### src/rtl/midi_btn_encoder_if.sv
// Byte stream from the button encoder to the MIDI serializer.
// A byte transfers on a clk edge where byte_valid and byte_ready are both high.
interface midi_btn_encoder_if;
   logic [7:0] byte_data;
   logic       byte_valid;
   logic       byte_ready;

   modport master (
      output byte_data,
      output byte_valid,
      input  byte_ready
   );

   modport slave (
      input  byte_data,
      input  byte_valid,
      output byte_ready
   );
endinterface

### src/rtl/midi_btn_encoder.sv
// Debounces raw buttons and emits a MIDI Control Change message for every
// accepted press (value 127) or release (value 0) over a valid/ready byte stream.
module midi_btn_encoder #(
   parameter int unsigned NUM_BTNS     = 4,
   parameter int unsigned DEBOUNCE_CNT = 1_000_000,
   parameter logic [3:0]  CHANNEL      = 4'h0,
   parameter int unsigned FIRST_CC     = 46,
   parameter int unsigned FIFO_DEPTH   = 4
) (
   input  logic                clk,
   input  logic                rst,
   input  logic [NUM_BTNS-1:0] btn,
   midi_btn_encoder_if.master  tx,
   output logic                busy,
   output logic                overflow
);

   localparam int unsigned CNT_W  = $clog2(DEBOUNCE_CNT);
   localparam int unsigned IDX_W  = (NUM_BTNS > 1) ? $clog2(NUM_BTNS) : 1;
   localparam int unsigned PTR_W  = $clog2(FIFO_DEPTH);
   localparam int unsigned PTR_W1 = PTR_W + 1;
   localparam logic [CNT_W-1:0] CNT_MAX = CNT_W'(DEBOUNCE_CNT - 1);

   localparam logic [1:0] S_IDLE   = 2'd0;
   localparam logic [1:0] S_STATUS = 2'd1;
   localparam logic [1:0] S_DATA1  = 2'd2;
   localparam logic [1:0] S_DATA2  = 2'd3;

   typedef struct packed {
      logic [IDX_W-1:0] idx;
      logic             val;
   } evt_t;

   logic [NUM_BTNS-1:0] sync_meta;
   logic [NUM_BTNS-1:0] sync;
   logic [NUM_BTNS-1:0] stable;
   logic [CNT_W-1:0]    cnt [NUM_BTNS];
   logic [NUM_BTNS-1:0] raise;
   logic [NUM_BTNS-1:0] pend;
   logic [NUM_BTNS-1:0] pval;
   logic [NUM_BTNS-1:0] grant;
   logic                push;
   logic [IDX_W-1:0]    push_idx;

   evt_t                mem [FIFO_DEPTH];
   logic [PTR_W:0]      wr_ptr, wr_ptr_d;
   logic [PTR_W:0]      rd_ptr, rd_ptr_d;
   logic                full, empty;
   evt_t                head;

   logic [1:0]          state, state_d;
   logic                pop;
   logic [7:0]          byte_q, byte_d;
   logic                valid_q, valid_d;
   logic                busy_d;
   logic [IDX_W-1:0]    hold_idx;
   logic                hold_val;

   // Two-flop synchroniser for the asynchronous button levels
   always_ff @(posedge clk or negedge rst) begin
      if (!rst) begin
         sync_meta <= '0;
         sync      <= '0;
      end else begin
         sync_meta <= btn;
         sync      <= sync_meta;
      end
   end

   always_comb begin
      raise = '0;
      for (int i = 0; i < NUM_BTNS; i++)
         raise[i] = (sync[i] != stable[i]) && (cnt[i] == CNT_MAX);
   end

   // A new level is accepted only after it has persisted DEBOUNCE_CNT cycles
   always_ff @(posedge clk or negedge rst) begin
      if (!rst) begin
         stable <= '0;
         for (int i = 0; i < NUM_BTNS; i++) cnt[i] <= '0;
      end else begin
         for (int i = 0; i < NUM_BTNS; i++) begin
            if (sync[i] == stable[i]) begin
               cnt[i] <= '0;
            end else if (raise[i]) begin
               cnt[i]    <= '0;
               stable[i] <= sync[i];
            end else begin
               cnt[i] <= cnt[i] + CNT_W'(1);
            end
         end
      end
   end

   // Lowest-index pending button wins the single push slot
   always_comb begin
      push     = 1'b0;
      push_idx = '0;
      if (!full) begin
         for (int i = NUM_BTNS - 1; i >= 0; i--) begin
            if (pend[i]) begin
               push     = 1'b1;
               push_idx = IDX_W'(i);
            end
         end
      end
      grant = NUM_BTNS'(push) << push_idx;
   end

   // A raise on the same edge as the button's push re-arms pend, so nothing is lost
   always_ff @(posedge clk or negedge rst) begin
      if (!rst) begin
         pend     <= '0;
         pval     <= '0;
         overflow <= 1'b0;
      end else begin
         for (int i = 0; i < NUM_BTNS; i++) begin
            if (raise[i]) begin
               pend[i] <= 1'b1;
               pval[i] <= sync[i];
            end else if (grant[i]) begin
               pend[i] <= 1'b0;
            end
         end
         if (|(raise & pend & ~grant)) overflow <= 1'b1;
      end
   end

   assign full  = (wr_ptr[PTR_W] != rd_ptr[PTR_W]) &&
                  (wr_ptr[PTR_W-1:0] == rd_ptr[PTR_W-1:0]);
   assign empty = (wr_ptr == rd_ptr);
   assign head  = mem[rd_ptr[PTR_W-1:0]];

   assign wr_ptr_d = wr_ptr + PTR_W1'(push);
   assign rd_ptr_d = rd_ptr + PTR_W1'(pop);

   always_ff @(posedge clk) begin
      if (push) mem[wr_ptr[PTR_W-1:0]] <= '{idx: push_idx, val: pval[push_idx]};
   end

   always_ff @(posedge clk or negedge rst) begin
      if (!rst) begin
         wr_ptr <= '0;
         rd_ptr <= '0;
      end else begin
         wr_ptr <= wr_ptr_d;
         rd_ptr <= rd_ptr_d;
      end
   end

   // Output sequencer: IDLE pops an event, then status / controller / value bytes
   always_comb begin
      state_d = state;
      pop     = 1'b0;
      byte_d  = byte_q;
      valid_d = valid_q;
      case (state)
         S_IDLE: begin
            if (!empty) begin
               pop     = 1'b1;
               state_d = S_STATUS;
               valid_d = 1'b1;
               byte_d  = {4'hB, CHANNEL};
            end
         end
         S_STATUS: begin
            if (tx.byte_ready) begin
               state_d = S_DATA1;
               byte_d  = {1'b0, 7'(FIRST_CC + 32'(hold_idx))};
            end
         end
         S_DATA1: begin
            if (tx.byte_ready) begin
               state_d = S_DATA2;
               byte_d  = hold_val ? 8'd127 : 8'd0;
            end
         end
         S_DATA2: begin
            if (tx.byte_ready) begin
               state_d = S_IDLE;
               valid_d = 1'b0;
               byte_d  = 8'd0;
            end
         end
         default: begin
            state_d = S_IDLE;
            valid_d = 1'b0;
            byte_d  = 8'd0;
         end
      endcase
      busy_d = (state_d != S_IDLE) || (wr_ptr_d != rd_ptr_d);
   end

   always_ff @(posedge clk or negedge rst) begin
      if (!rst) state <= S_IDLE;
      else      state <= state_d;
   end

   always_ff @(posedge clk or negedge rst) begin
      if (!rst) begin
         byte_q   <= 8'd0;
         valid_q  <= 1'b0;
         busy     <= 1'b0;
         hold_idx <= '0;
         hold_val <= 1'b0;
      end else begin
         byte_q  <= byte_d;
         valid_q <= valid_d;
         busy    <= busy_d;
         if (pop) begin
            hold_idx <= head.idx;
            hold_val <= head.val;
         end
      end
   end

   assign tx.byte_data  = byte_q;
   assign tx.byte_valid = valid_q;

endmodule
### src/flat_wrapper.sv
// flat-port wrapper written by rule: the top's interface ports become plain ports
module midi_btn_encoder_flat 
#(
   parameter int unsigned NUM_BTNS     = 4,
   parameter int unsigned DEBOUNCE_CNT = 1_000_000,
   parameter logic [3:0]  CHANNEL      = 4'h0,
   parameter int unsigned FIRST_CC     = 46,
   parameter int unsigned FIFO_DEPTH   = 4
)
  (clk, rst, btn, busy, overflow, tx_byte_data, tx_byte_valid, tx_byte_ready);
  midi_btn_encoder_if tx_i ();
  input  logic clk;
  input  logic rst;
  input  logic [NUM_BTNS-1:0] btn;
  output logic busy;
  output logic overflow;
  output wire logic [$bits(tx_i.byte_data)-1:0] tx_byte_data;
  output wire logic [$bits(tx_i.byte_valid)-1:0] tx_byte_valid;
  input wire logic [$bits(tx_i.byte_ready)-1:0] tx_byte_ready;
  assign tx_byte_data = tx_i.byte_data;
  assign tx_byte_valid = tx_i.byte_valid;
  assign tx_i.byte_ready = tx_byte_ready;
  midi_btn_encoder #(.NUM_BTNS(NUM_BTNS), .DEBOUNCE_CNT(DEBOUNCE_CNT), .CHANNEL(CHANNEL), .FIRST_CC(FIRST_CC), .FIFO_DEPTH(FIFO_DEPTH)) u_core (.clk(clk), .rst(rst), .btn(btn), .tx(tx_i), .busy(busy), .overflow(overflow));
endmodule
### config.mk
export PLATFORM = sky130hd
export DESIGN_NAME = midi_btn_encoder_flat
export DESIGN_NICKNAME = d
export VERILOG_FILES = /design/src/rtl/midi_btn_encoder_if.sv /design/src/rtl/midi_btn_encoder.sv /design/src/flat_wrapper.sv
export SDC_FILE = /design/constraint.sdc
export NUM_CORES = 1
export LEC_CHECK = 0
export BUFFER_PORTS_ARGS = -buffer_cell sky130_fd_sc_hd__buf_2
export CORE_ASPECT_RATIO = 0.75
export CORE_MARGIN = 4
export CORE_UTILIZATION = 45
export CTS_BUF_LIST = sky130_fd_sc_hd__clkbuf_4 sky130_fd_sc_hd__clkbuf_8 sky130_fd_sc_hd__clkbuf_16
export CTS_CLUSTER_DIAMETER = 150
export DETAILED_ROUTE_END_ITERATION = 12
export MAX_ROUTING_LAYER = met4
export PLACE_DENSITY = 0.71
export RECOVER_POWER = 50
export SLEW_MARGIN = 20
export SYNTH_ARGS = -nofsm -noshare
export SYNTH_HDL_FRONTEND = slang
export SYNTH_SLANG_ARGS = --single-unit
export TNS_END_PERCENT = 50
### constraint.sdc
create_clock -name clk -period 3.4 [get_ports clk]
set_input_delay 0.34 -clock clk [delete_from_list [all_inputs] [get_ports clk]]
set_output_delay 0.34 -clock clk [all_outputs]
set_load 0.02 [all_outputs]
# Word level (Yosys, flattened, before mapping)
# Memory sizes are Yosys's and may differ from the RTL's. A register that Yosys moved wholly into a read port is not among the register bits.
# Cells that the tools add are included.
# Widths: inputs -> output; s select.
dict set report word_totals {
  ff_bits 119
  memories 1
  mem_bits_rw 12
}
dict set report classes {
  muxes 46
  reduce_logical 21
  addsub 7
  n_eq_ne 23
  n_bitwise 7
  n_lt_le_gt_ge 1
  n_shift 1
}
# memory words width rd rd_clocked_by_memory_dff wr line_no
set memory_table {}
lappend memory_table {u_core.mem 4 3 1 1 1 midi_btn_encoder.sv:45} ;# evt_t mem [FIFO_DEPTH];
# op n
set ops {}
lappend ops {{$mux 20} 8}
lappend ops {{$add 20x1->20 const B} 4}
lappend ops {{$eq 20x20->1 const B} 4}
lappend ops {{$mux 8} 4}
lappend ops {{$pmux 8 s4} 1}
lappend ops {{$mux 1} 20}
lappend ops {{$mux 2} 9}
lappend ops {{$reduce_bool 2->1} 6}
lappend ops {{$and 4x4->4} 2}
lappend ops {{$ne 2x2->1 const B} 4}
lappend ops {{$pmux 2 s4} 1}
lappend ops {{$reduce_and 2->1} 4}
lappend ops {{$add 6x2->7 const A} 1}
lappend ops {{$mux 7} 1}
lappend ops {{$add 3x1->3} 2}
lappend ops {{$logic_and 1x1->1} 5}
lappend ops {{$ne 1x1->1} 5}
lappend ops {{$eq 1x1->1} 4}
lappend ops {{$eq 2x2->1 const B} 2}
lappend ops {{$not 1->1} 4}
lappend ops {{$not 4->4} 1}
lappend ops {{$reduce_and 4->1} 1}
lappend ops {{$reduce_or 4->1} 1}
lappend ops {{$shl 1x2->4} 1}
lappend ops {{11 further kinds} 11}

# Logic depth before layout (Yosys ltp)
dict set report depth {
  word_depth 9
  depth_mapped 8
  depth_no_buf 8
}

# Worst setup path after synthesis
# OpenSTA, ideal clock, no wires.
dict set report synth_path {
  path_kind {register to register}
  from {reg u_core.rd_ptr[0]}
  to {reg u_core.busy}
  stages_incl_launch_ff 9
  synth_period_minus_slack_ns 2.078
  required_ns 3.271
  path_slack_ns 1.322
  path_buffers 0
  arrival_time_ns 1.950
  cell_sequence {dfrtp_1 > xnor2_1 > and3b_1 > a21oi_1 > ha_1 > ha_1 > xor2_1 > nor3_1 > nand3b_1}
}
dict set report synth_via {
  elab_chain_len 6
  word_cells_on_any_way 13
  classes_between {add/sub (2); eq/ne (3); mux (5); reduce/logical (3)}
}
# item line_no
set synth_lines {}
lappend synth_lines {{from (decl)} midi_btn_encoder.sv:47} ;# logic [PTR_W:0] rd_ptr, rd_ptr_d;
lappend synth_lines {{from (signal assigned)} midi_btn_encoder.sv:147} ;# rd_ptr <= rd_ptr_d;
lappend synth_lines {{$eq 2x2->1} midi_btn_encoder.sv:130} ;# (wr_ptr[PTR_W-1:0] == rd_ptr[PTR_W-1:0]);
lappend synth_lines {{$logic_and 1x1->1} midi_btn_encoder.sv:129} ;# assign full = (wr_ptr[PTR_W] != rd_ptr[PTR_W]) &&
lappend synth_lines {{$mux 1} midi_btn_encoder.sv:99} ;# if (!full) begin
lappend synth_lines {{$add 3x1->3} midi_btn_encoder.sv:134} ;# assign wr_ptr_d = wr_ptr + PTR_W1'(push);
lappend synth_lines {{via u_core.wr_ptr_d[1]} midi_btn_encoder.sv:46} ;# logic [PTR_W:0] wr_ptr, wr_ptr_d;
lappend synth_lines {{$ne 3x3->1} midi_btn_encoder.sv:191} ;# busy_d = (state_d != S_IDLE) || (wr_ptr_d != rd_ptr_d);
lappend synth_lines {{$logic_or 1x1->1} midi_btn_encoder.sv:191}
lappend synth_lines {{via u_core.busy_d} midi_btn_encoder.sv:55} ;# logic busy_d;
lappend synth_lines {{to (signal assigned)} midi_btn_encoder.sv:209} ;# busy <= busy_d;
lappend synth_lines {{to (decl)} midi_btn_encoder.sv:14} ;# output logic busy,
# The timed path passes the listed nets, and every way through them passes these cells.
# A chain may end at the register's enable or synchronous reset.

# Worst setup path after layout
dict set report layout_path {
  from {reg u_core.rd_ptr[2]}
  to {reg u_core.busy}
}
dict set report layout_via {
  elab_chain_len 6
  word_cells_on_any_way 13
  classes_between {add/sub (2); eq/ne (3); mux (5); reduce/logical (3)}
}
# item line_no
set layout_lines {}
lappend layout_lines {{$ne 1x1->1} midi_btn_encoder.sv:129}
lappend layout_lines {{$logic_and 1x1->1} midi_btn_encoder.sv:129}
lappend layout_lines {{$mux 1} midi_btn_encoder.sv:99}
lappend layout_lines {{$add 3x1->3} midi_btn_encoder.sv:134}
lappend layout_lines {{via u_core.wr_ptr_d[1]} midi_btn_encoder.sv:46}
lappend layout_lines {{$ne 3x3->1} midi_btn_encoder.sv:191}
lappend layout_lines {{$logic_or 1x1->1} midi_btn_encoder.sv:191}
lappend layout_lines {{via u_core.busy_d} midi_btn_encoder.sv:55}
# The timed path passes the listed nets, and every way through them passes these cells.

==> out/metrics.csv <==
stage;metric;value;unit
logic_synthesis;synthAdderAreaFrac;0.01724;
run_status;failed_checks;capacitance limit, slew limit;
layout;fin_nets;577;
power;powerDensity;563.9;nW/µm²
logic_synthesis;synth_top_family_by_area;simple AND/OR/NAND/NOR gates;
logic_synthesis;ys_async_sr_fraction;0.9063;
placed_design;dp_hpwl;6829;µm
power;leakage;2.889;nW
logic_synthesis;netlist_area;5807;µm²
cts;cts_root_buf;clkbuf_16;
layout;fillers;1066;
logic_synthesis;synthCells;532;
layout;drive_gt1_frac;0.1061;
sta;fin_crit;2411;ps
min_path;worst_hold_path.endpoint;u_core.sync_meta[3]$_DFF_PN0_;
route;drt-pass1-iter-count;4;
setup_path;worst_ep_required_time;3680;ps
logic_synthesis;yosys.area.top_type;dfrtp_1;
logic_synthesis;synthTopCellsByArea;dfrtp_1 50%, xor2_1 8.1%, nor2_1 6.4%, edfxtp_1 6.2%, xnor2_1 4.7%;
route;via_per_inst;5.205;
min_path;hold_path.class;in2reg;
die;die_area;14800;µm²
setup_path;max_stage_delay;400;ps
min_path;hold_path_depth;1;
cts;cts_hold_buf;0;
route;first_iter_violations;174;
layout;final_common_cell;dfrtp_1;
setup_path;crit_path_start_kind;flop;
grt;antenna_found_initial;0;
die;coreArea;12440;µm²
grt;grt_overflow;0;
setup_path;endpoint_kind;flop;
sta;setup_tns;0;ps
grt;first_global_vias;3902;
setup_path;r2r.worst_path.cells;8;
die;start_util;0.4669;
grt;grt_usage;0.1579;
power;peakVddDrop;374.5;µV
route;drc;0;
setup_path;crit_fanout;6;
setup_path;r2r_start;u_core.rd_ptr[2]$_DFF_PN0_;
sta;tightest_slew;2074;ps
logic_synthesis;synth_xor_area_frac;0.1282;
grt;grt_max_degree;86;
die;die_x;139.2;µm
logic_synthesis;seq_area_frac_synth;0.5619;
cts;htreeDepth;4;
setup_path;rr_endpoint;u_core.busy$_DFF_PN0_;
logic_synthesis;synthMuxAreaShare;0.03167;
sta;skew;9.339;ps
die;num_rows;35;
layout;areaGrowthSynthToFinish;14.78;%
placed_design;gp_congestion;0.8387;
sta;setup_viol;0;
route;vias;3857;
layout;fin_util;0.5359;
logic_synthesis;synth-edff-count;12;
logic_synthesis;synthFlopType;dfrtp_1;
logic_synthesis;ys_warn_count;0;
route;wire_per_inst;14.13;µm
logic_synthesis;yosysTopAreaCellShare;0.4999;
setup_path;cp_common_cell;ha_1;
logic_synthesis;ys_ff_latch;128;
layout;multi_input_area;2429;µm²
logic_synthesis;ys_types;51;
sta;relSlewSlack;-0.3827;
route;routed_wl;10470;µm
cts;numCtsBuffers;17;
layout;seq_area;3263;µm²
run_status;status;finished, violations left;
setup_path;critical_path_class;reg2reg;
cts;cts.clk_slew.worst_paths;60;ps
min_path;min-delay-start;btn[3];
cts;cts_setup_buffers;0;
logic_synthesis;synth_compound_area_frac;0.02607;
logic_synthesis;synthesis.nets;547;
setup_path;critical_path_arrival;2690;ps
cts;cts_resized;0;
layout;layout_common_cells;116 x dfrtp_1, 99 x nor2_1, 54 x xor2_1;
placed_design;port_buffers;17;
sta;rsz0062_at_grt;false;
layout;antenna_cells;0;
setup_path;slowest_stage;dfrtp_1;
setup_path;crit_path_cell_trace;xnor2_1, and3b_1, a21oi_1, ha_1, ha_1, xor2_1, nor3_1, nand3b_1;
cts;tritoncts;built;
sta;hold_viol;0;
job;cap_violations;1;
route;ant_nets;0;
sta;max_freq;414.7;MHz
cts;clock-sinks;128;
cts;cts_buffer_depth;2;
grt;grt_pass1_wl;18460;µm
sta;min_period_over_period;0.7092;
die;die_h;106.4;µm
die;boundaryPins;18;
power;power.total;3.759;mW
logic_synthesis;syn_avg_cell_area;10.92;µm²
setup_path;r2r_slack;990;ps
cts;clk_latency;410;ps
sta;slew_violations;86;
logic_synthesis;yosys.area_share.simple;0.2142;
setup_path;crit_start;u_core.rd_ptr[2]$_DFF_PN0_;
-- through the flow --
step	cell area [µm²]	hold WS, ps	setup WS, ps	std cells
floorplan	5807	44.41	1322	532
global placement	6070	336.2	1095	709
detailed placement	6070	337.8	1006	709
CTS	6689	20.59	999.9	741
global route	6665	13.56	797.5	741
finish	6665	28.22	988.7	741
-- synthesized netlist by cell type (2+ instances only) --
| master | instances |
|---|---|
| dfrtp_1 | 116 |
| nor2_1 | 99 |
| xor2_1 | 54 |
| nand3_1 | 38 |
| nand2_1 | 33 |
| xnor2_1 | 31 |
| nand4_1 | 21 |
| inv_1 | 14 |
| nor3_1 | 14 |
| edfxtp_1 | 12 |
| and3_1 | 8 |
| ha_1 | 8 |
| o21ai_0 | 7 |
| and4_1 | 6 |
| mux2_2 | 6 |
| nor4_1 | 5 |
| a21oi_1 | 4 |
| a31oi_1 | 4 |
| nand2b_1 | 4 |
| buf_2 | 3 |
| buf_4 | 3 |
| mux2i_1 | 3 |
| or2_2 | 3 |
| and3b_1 | 2 |
| buf_6 | 2 |
| clkbuf_1 | 2 |
| mux4_1 | 2 |
| nor4b_1 | 2 |
| or4_1 | 2 |
| or4_4 | 2 |
| or4b_1 | 2 |
-- flip-flops by register name, summed over array words and instances, names as in the netlist, 2 cells and up --
name,cells
u_core.mem,12
u_core.state,2
u_core.sync_meta,4
u_core.stable,2
u_core.cnt,80
u_core.tx.byte_data,6
u_core.wr_ptr,3
u_core.pval,2
u_core.hold_idx,2
u_core.pend,4
u_core.rd_ptr,3
u_core.sync,4
-- power breakdown --
group          switching, mW  internal, mW
combinational          0.171        0.0746
sequential            0.0499          1.59
clock                  0.666          1.20
-- kinds of logic (layout without fill, tap and decap cells) --
family / Yosys count / count (layout)
AND/OR/NAND/NOR: 251 / 251
adder cells (fa/ha/maj): 8 / 8
multiplexers: 13 / 13
XOR/XNOR: 85 / 85
buffers and inverters: 24 / 67
AO/OA/AOI/OAI: 23 / 23
flip-flops: 128 / 128
-- metal layers --
layer,up-vias,global-route usage,routed length (µm)
met5,-,-,0
met4,0,0.05796,133
met3,12,0.04227,322
met2,46,0.2380,4755
met1,1899,0.2075,5262
li1,1900,-,-
-- critical path, delay by kind of cell (launching register included) --
kind	cells	cell delay, ps
and+or+nand+nor	3	610
DFF	1	400
xor gates and xnor gates	2	500
adders and majority gates	2	460
AOI/OAI and AO/OA	1	310
-- final cells by class --
type / instances / area share
Sequential cell: 128 / 0.4896
Multi-Input combinational cell: 380 / 0.3644
Clock buffer: 20 / 0.06908
Tap cell: 166 / 0.03116
Clock inverter: 12 / 0.02384
Timing Repair Buffer: 21 / 0.01408
Inverter: 14 / 0.007884
-- worst max path at each step --
| stage | depth (start not counted) | end |
|---|---|---|
| 2_1_floorplan | 8 | u_core.busy$_DFF_PN0_ |
| 3_3_place_gp | 4 | u_core.cnt[74]$_DFF_PN0_ |
| 3_5_place_dp | 4 | u_core.cnt[78]$_DFF_PN0_ |
| 4_1_cts | 4 | u_core.cnt[78]$_DFF_PN0_ |
| 5_1_grt | 2 | u_core.cnt[58]$_DFF_PN0_ |
| 6_report | 8 | u_core.busy$_DFF_PN0_ |
Note: power is estimated with default switching activity, not from simulation.
